File: config.mk
export PLATFORM = sky130hd
export DESIGN_NAME = vga_timing_scope_flat
export DESIGN_NICKNAME = d
export VERILOG_FILES = /design/src/rtl/vga_timing_scope_if.sv /design/src/rtl/vga_timing_scope.sv /design/src/flat_wrapper.sv
export SDC_FILE = /design/constraint.sdc
export NUM_CORES = 1
export LEC_CHECK = 0
export ABC_AREA = 1
export CAP_MARGIN = 20
export CORE_AREA = 8 8 92 94
export CTS_CLUSTER_SIZE = 12
export DETAILED_ROUTE_END_ITERATION = 10
export DIE_AREA = 0 0 100 102
export MAX_ROUTING_LAYER = met4
export PLACE_DENSITY = 0.72
export RECOVER_POWER = 25
export REMOVE_ABC_BUFFERS = 1
export SYNTH_ARGS = -nofsm -noshare
export SYNTH_HDL_FRONTEND = slang
export SYNTH_SLANG_ARGS = --single-unit
File: constraint.sdc
create_clock -name clk -period 3.5 [get_ports clk]
set_clock_uncertainty 0.05 [all_clocks]
set_input_delay 0.7 -clock clk [delete_from_list [all_inputs] [get_ports clk]]
set_output_delay 0.7 -clock clk [all_outputs]
set_load 0.01 [all_outputs]
File: src/rtl/vga_timing_scope_if.sv
// Raster timing and trace-window bundle from vga_timing_scope to the drawing stages.
interface vga_timing_scope_if;
  logic [10:0] hcount;
  logic [9:0]  vcount;
  logic        hsync;
  logic        vsync;
  logic        hblnk;
  logic        vblnk;
  logic        frame_start;
  logic        win_active;
  logic [8:0]  win_x;
  logic [8:0]  win_y;

  modport master (
    output hcount, vcount, hsync, vsync, hblnk, vblnk,
           frame_start, win_active, win_x, win_y
  );

  modport slave (
    input  hcount, vcount, hsync, vsync, hblnk, vblnk,
           frame_start, win_active, win_x, win_y
  );
endinterface

File: src/rtl/vga_timing_scope.sv
// 800x600@60 raster counters, sync/blank strobes and scope-window decode.
// Every output is registered together with the counters, so all outputs describe one (h,v) pair.
module vga_timing_scope #(
  parameter int HOR_PIXELS = 800,
  parameter int VER_PIXELS = 600,
  parameter int H_DISPLAY  = 300,
  parameter int V_DISPLAY  = 300,
  parameter int WIN_X      = 250,
  parameter int WIN_Y      = 150
) (
  input  logic                clk,
  input  logic                rst_n,
  vga_timing_scope_if.master  vga_o
);

  localparam int H_TOTAL = HOR_PIXELS + 40 + 128 + 88;
  localparam int V_TOTAL = VER_PIXELS + 1 + 4 + 23;

  localparam logic [10:0] H_LAST  = 11'(H_TOTAL - 1);
  localparam logic [10:0] H_VIS   = 11'(HOR_PIXELS);
  localparam logic [10:0] HS_ON   = 11'(HOR_PIXELS + 40);
  localparam logic [10:0] HS_OFF  = 11'(HOR_PIXELS + 40 + 128 - 1);
  localparam logic [9:0]  V_LAST  = 10'(V_TOTAL - 1);
  localparam logic [9:0]  V_VIS   = 10'(VER_PIXELS);
  localparam logic [9:0]  VS_ON   = 10'(VER_PIXELS + 1);
  localparam logic [9:0]  VS_OFF  = 10'(VER_PIXELS + 4);
  localparam logic [10:0] WX_LO   = 11'(WIN_X);
  localparam logic [10:0] WX_HI   = 11'(WIN_X + H_DISPLAY);
  localparam logic [9:0]  WY_LO   = 10'(WIN_Y);
  localparam logic [9:0]  WY_HI   = 10'(WIN_Y + V_DISPLAY);

  logic [10:0] hcount_q, hcount_d;
  logic [9:0]  vcount_q, vcount_d;
  logic        hsync_q, hsync_d;
  logic        vsync_q, vsync_d;
  logic        hblnk_q, hblnk_d;
  logic        vblnk_q, vblnk_d;
  logic        frame_start_q, frame_start_d;
  logic        win_active_q, win_active_d;
  logic [8:0]  win_x_q, win_x_d;
  logic [8:0]  win_y_q, win_y_d;

  // Decodes look at the next counter values so they land in the same register stage.
  always_comb begin
    hcount_d = (hcount_q == H_LAST) ? 11'd0 : hcount_q + 11'd1;
    vcount_d = vcount_q;
    if (hcount_q == H_LAST) begin
      vcount_d = (vcount_q == V_LAST) ? 10'd0 : vcount_q + 10'd1;
    end

    hblnk_d       = (hcount_d >= H_VIS);
    hsync_d       = (hcount_d >= HS_ON) && (hcount_d <= HS_OFF);
    vblnk_d       = (vcount_d >= V_VIS);
    vsync_d       = (vcount_d >= VS_ON) && (vcount_d <= VS_OFF);
    frame_start_d = (hcount_d == 11'd0) && (vcount_d == 10'd0);

    win_active_d  = (hcount_d >= WX_LO) && (hcount_d < WX_HI) &&
                    (vcount_d >= WY_LO) && (vcount_d < WY_HI);
    win_x_d = 9'd0;
    win_y_d = 9'd0;
    if (win_active_d) begin
      win_x_d = 9'(hcount_d - WX_LO);
      win_y_d = 9'(vcount_d - WY_LO);
    end
  end

  always_ff @(posedge clk or negedge rst_n) begin
    if (!rst_n) begin
      hcount_q      <= '0;
      vcount_q      <= '0;
      hsync_q       <= 1'b0;
      vsync_q       <= 1'b0;
      hblnk_q       <= 1'b0;
      vblnk_q       <= 1'b0;
      frame_start_q <= 1'b0;
      win_active_q  <= 1'b0;
      win_x_q       <= '0;
      win_y_q       <= '0;
    end else begin
      hcount_q      <= hcount_d;
      vcount_q      <= vcount_d;
      hsync_q       <= hsync_d;
      vsync_q       <= vsync_d;
      hblnk_q       <= hblnk_d;
      vblnk_q       <= vblnk_d;
      frame_start_q <= frame_start_d;
      win_active_q  <= win_active_d;
      win_x_q       <= win_x_d;
      win_y_q       <= win_y_d;
    end
  end

  assign vga_o.hcount      = hcount_q;
  assign vga_o.vcount      = vcount_q;
  assign vga_o.hsync       = hsync_q;
  assign vga_o.vsync       = vsync_q;
  assign vga_o.hblnk       = hblnk_q;
  assign vga_o.vblnk       = vblnk_q;
  assign vga_o.frame_start = frame_start_q;
  assign vga_o.win_active  = win_active_q;
  assign vga_o.win_x       = win_x_q;
  assign vga_o.win_y       = win_y_q;

endmodule

File: src/flat_wrapper.sv
// flat-port wrapper written by rule: the top's interface ports become plain ports
module vga_timing_scope_flat 
#(
  parameter int HOR_PIXELS = 800,
  parameter int VER_PIXELS = 600,
  parameter int H_DISPLAY  = 300,
  parameter int V_DISPLAY  = 300,
  parameter int WIN_X      = 250,
  parameter int WIN_Y      = 150
)
  (clk, rst_n, vga_o_hcount, vga_o_vcount, vga_o_hsync, vga_o_vsync, vga_o_hblnk, vga_o_vblnk, vga_o_frame_start, vga_o_win_active, vga_o_win_x, vga_o_win_y);
  vga_timing_scope_if vga_o_i ();
  input  logic clk;
  input  logic rst_n;
  output wire logic [$bits(vga_o_i.hcount)-1:0] vga_o_hcount;
  output wire logic [$bits(vga_o_i.vcount)-1:0] vga_o_vcount;
  output wire logic [$bits(vga_o_i.hsync)-1:0] vga_o_hsync;
  output wire logic [$bits(vga_o_i.vsync)-1:0] vga_o_vsync;
  output wire logic [$bits(vga_o_i.hblnk)-1:0] vga_o_hblnk;
  output wire logic [$bits(vga_o_i.vblnk)-1:0] vga_o_vblnk;
  output wire logic [$bits(vga_o_i.frame_start)-1:0] vga_o_frame_start;
  output wire logic [$bits(vga_o_i.win_active)-1:0] vga_o_win_active;
  output wire logic [$bits(vga_o_i.win_x)-1:0] vga_o_win_x;
  output wire logic [$bits(vga_o_i.win_y)-1:0] vga_o_win_y;
  assign vga_o_hcount = vga_o_i.hcount;
  assign vga_o_vcount = vga_o_i.vcount;
  assign vga_o_hsync = vga_o_i.hsync;
  assign vga_o_vsync = vga_o_i.vsync;
  assign vga_o_hblnk = vga_o_i.hblnk;
  assign vga_o_vblnk = vga_o_i.vblnk;
  assign vga_o_frame_start = vga_o_i.frame_start;
  assign vga_o_win_active = vga_o_i.win_active;
  assign vga_o_win_x = vga_o_i.win_x;
  assign vga_o_win_y = vga_o_i.win_y;
  vga_timing_scope #(.HOR_PIXELS(HOR_PIXELS), .VER_PIXELS(VER_PIXELS), .H_DISPLAY(H_DISPLAY), .V_DISPLAY(V_DISPLAY), .WIN_X(WIN_X), .WIN_Y(WIN_Y)) u_core (.clk(clk), .rst_n(rst_n), .vga_o(vga_o_i));
endmodule
==> run summary <==
RD Place Congestion -> 0.974
CP max-delay cell -> dfrtp_1
minimum clock period after layout -> 2620 ps
largest stage delay on the critical path -> 530 ps
initial antenna violation count -> 0
Synth Register Bits -> 45
P_sw -> 0.000191 W
Max Transition Viols Final -> 38
clock share of power -> 0.378
Max Freq -> 382 MHz
VDD IR max -> 0.151 mV
post-synth cell types -> 26
Final Net Count -> 438
leading area contributor after synthesis -> dfrtp_1
DIE AREA -> 10200 µm²
clk sinks -> 45
FILL cells -> 702
Gate Count Post-Synth -> 374
Crit path required time -> 3630 ps
final cycle utilization of the critical path -> 0.748
Routed wire per std cell -> 13.2 µm
H-tree levels -> 2
setup_tns -> 0 ps
P_int -> 0.000661 W
die width -> 100 µm
Post-CTS Resized -> 0
CP cell instances -> ha_1 -> inv_1 -> nor2_1 -> nand3_1 -> nand2_1 -> nand2_1 -> nand2_1 -> inv_1 -> ha_1 -> nand3_1 -> nor2_1 -> nand2_1 -> nor2_1 -> nor2_1 -> nand2_1 -> nand2_4 -> nor2_1
GR Overflow Total -> 0
Pre-antenna DRT Iters -> 5
Worst-Skew Late Latency -> 300 ps
fraction of layout cells with a size suffix above 1 -> 0.0841
hold crit path type -> in -> async
number of CTS-inserted buffers -> 5
Rel. slew slack -> -0.276
half-perimeter wire length after placement -> 5370 µm
Clock Tree Root -> clkbuf_8
DR DRC count -> 0
FP Rows -> 31
Layout area overhead -> 24.0%
largest net degree at the start of global routing -> 46
RSZ-0062 raised after global routing -> false
Worst setup EP type -> register
TritonCTS clock tree -> yes
Seq pwr share -> 0.610
global-route wire length before repair -> 12000 µm
ant diodes -> 0
yosys warns -> 0
DRT iter0 DRCs -> 104
Synth Area per Inst -> 7.34 µm²
Initial Util -> 0.389
Leak -> 1.73 nW
Slew @ Worst Pin -> 1910 ps
I/O Buffers -> 46
final hold violation count -> 0
Overall Power -> 0.000852 W
Max Buffers Root-to-Sink -> 2
Power Density -> 250 nW/µm²
Sw Share -> 0.224
post-CTS setup buffer count -> 0
failing checks -> max-capacitance violations, max-slew violations
total number of vias -> 2527
Synth Cell Area -> 2750 µm²
largest fanout on the critical path -> 19
combinational group share of total power -> 0.012
Post-DRT Antenna Nets -> 0
vias in the first global route -> 2538
post-synth top area share -> 0.410
sequential share of the synthesized area -> 0.410
final wirelength -> 6930 µm
Setup violations, final -> 0
core area -> 7060 µm²
top cells by area, synth -> dfrtp_1 41%, nand2_1 14%, nor2_1 8.2%
Worst EP arrival -> 2750 ps
Setup CP Type -> reg -> reg
Tot GR Track Use -> 0.149
Vias/cell -> 4.80
Worst-path clk slew -> 90 ps
hold buffer count at cts -> 0
Max Cap Viol -> 1
IO Pins -> 47
startpoint types -> register
chip height -> 102 µm
status -> complete, but fails checks
sequential cells by signal, indices dropped and copies added, names as in the netlist:
name / flops
u_core.vga_o.hsync: 1
u_core.vga_o.win_x: 9
u_core.vga_o.frame_start: 1
u_core.vga_o.hblnk: 1
u_core.vga_o.win_active: 1
u_core.vga_o.vsync: 1
u_core.vga_o.hcount: 11
u_core.vga_o.win_y: 9
u_core.vga_o.vcount: 10
u_core.vga_o.vblnk: 1
worst max-delay path: cells and delay by family (launching register included):
kind,cells,cell delay [ps]
fa+ha+maj,2,580
buf+inv,2,170
flops,1,530
simple gates,13,1190
cell type report:
type	instances	area, µm²	area share
inverter	58	218	0.0640
clock inverter	2	15.0	0.00441
tap	99	124	0.0364
multi-input combinational	270	1390	0.408
clock buffer	6	72.6	0.0213
sequential	45	1130	0.331
timing repair buffer	47	458	0.135
path summary, 6_finish.rpt:
path	from	end	slack (ps)	cells after the start
max	u_core.vga_o.vcount[0]	u_core.vga_o.win_y[3]	880	17
min	rst_n	u_core.vga_o.hsync	270	1
max reg2reg	u_core.vga_o.vcount[0]	u_core.vga_o.win_y[3]	880	17
min reg2reg	u_core.vga_o.vcount[9]	u_core.vga_o.vblnk	610	2
max in group asynchronous	rst_n	u_core.vga_o.vblnk	990	2
min in group clk	u_core.vga_o.vcount[9]	u_core.vga_o.vblnk	610	2
cells by family (layout without fill, tap and decap cells):
family	after synthesis	count (layout)	share of synthesized area
AOI/OAI and AO/OA	18	18	0.0397
xor gates and xnor gates	13	13	0.0415
buffers and inverters	59	113	0.0834
DFF	45	45	0.410
and+or+nand+nor	230	230	0.384
adders and majority gates	9	9	0.0410
layout by cell type (no fill, tap or decap), types with 4 or more instances in the layout:
cell	instances
nand4_1	10
xor2_1	12
ha_1	9
nor3_1	5
inv_1	54
clkdlybuf4s50_1	45
clkbuf_8	5
dfrtp_1	45
nand3_1	31
o21ai_0	10
inv_2	4
nor2_4	5
nor2_1	60
nand2_2	10
nand2_1	101
synth_stat cells (all sizes together):
| cell type | instances |
|---|---|
| buf | 1 |
| xor2 | 12 |
| nand2 | 113 |
| a32oi | 1 |
| dfrtp | 45 |
| xnor2 | 1 |
| o21bai | 1 |
| nor3 | 6 |
| nand4 | 10 |
| ha | 9 |
| a21oi | 2 |
| inv | 58 |
| o31ai | 1 |
| nand3 | 32 |
| o21ai | 12 |
| o211ai | 1 |
| nor2 | 69 |
power by group through the flow:
stage                     combinational (W)  clock (W)  sequential (W)
after floorplan              0.000000000924          0        0.000530
after global placement            0.0000106          0        0.000530
after detailed placement          0.0000109          0        0.000530
after CTS                         0.0000108   0.000335        0.000519
after global routing              0.0000124   0.000359        0.000520
final                             0.0000101   0.000322        0.000519
per-layer routing:
| layer | track usage | up-vias | share of wire |
|---|---|---|---|
| met4 | 0.0570 | 0 | 0.025 |
| met2 | 0.242 | 79 | 0.47 |
| met3 | 0.0232 | 18 | 0.043 |
| met5 | - | - | 0 |
| li1 | - | 1264 | - |
| met1 | 0.183 | 1166 | 0.46 |
metrics by stage:
stage               hold slack (ps)  instances   util  cell area, µm²  setup slack [ps]
detailed placement              599        518  0.469            3310               907
global route                    284        527  0.482            3400               480
finish                          267        527  0.482            3400               881
floorplan                       354        373      -            2730              1250
global placement                599        518  0.469            3310               930
CTS                             538        526  0.482            3400               892
No activity file was read; power rests on OpenSTA's default activity.
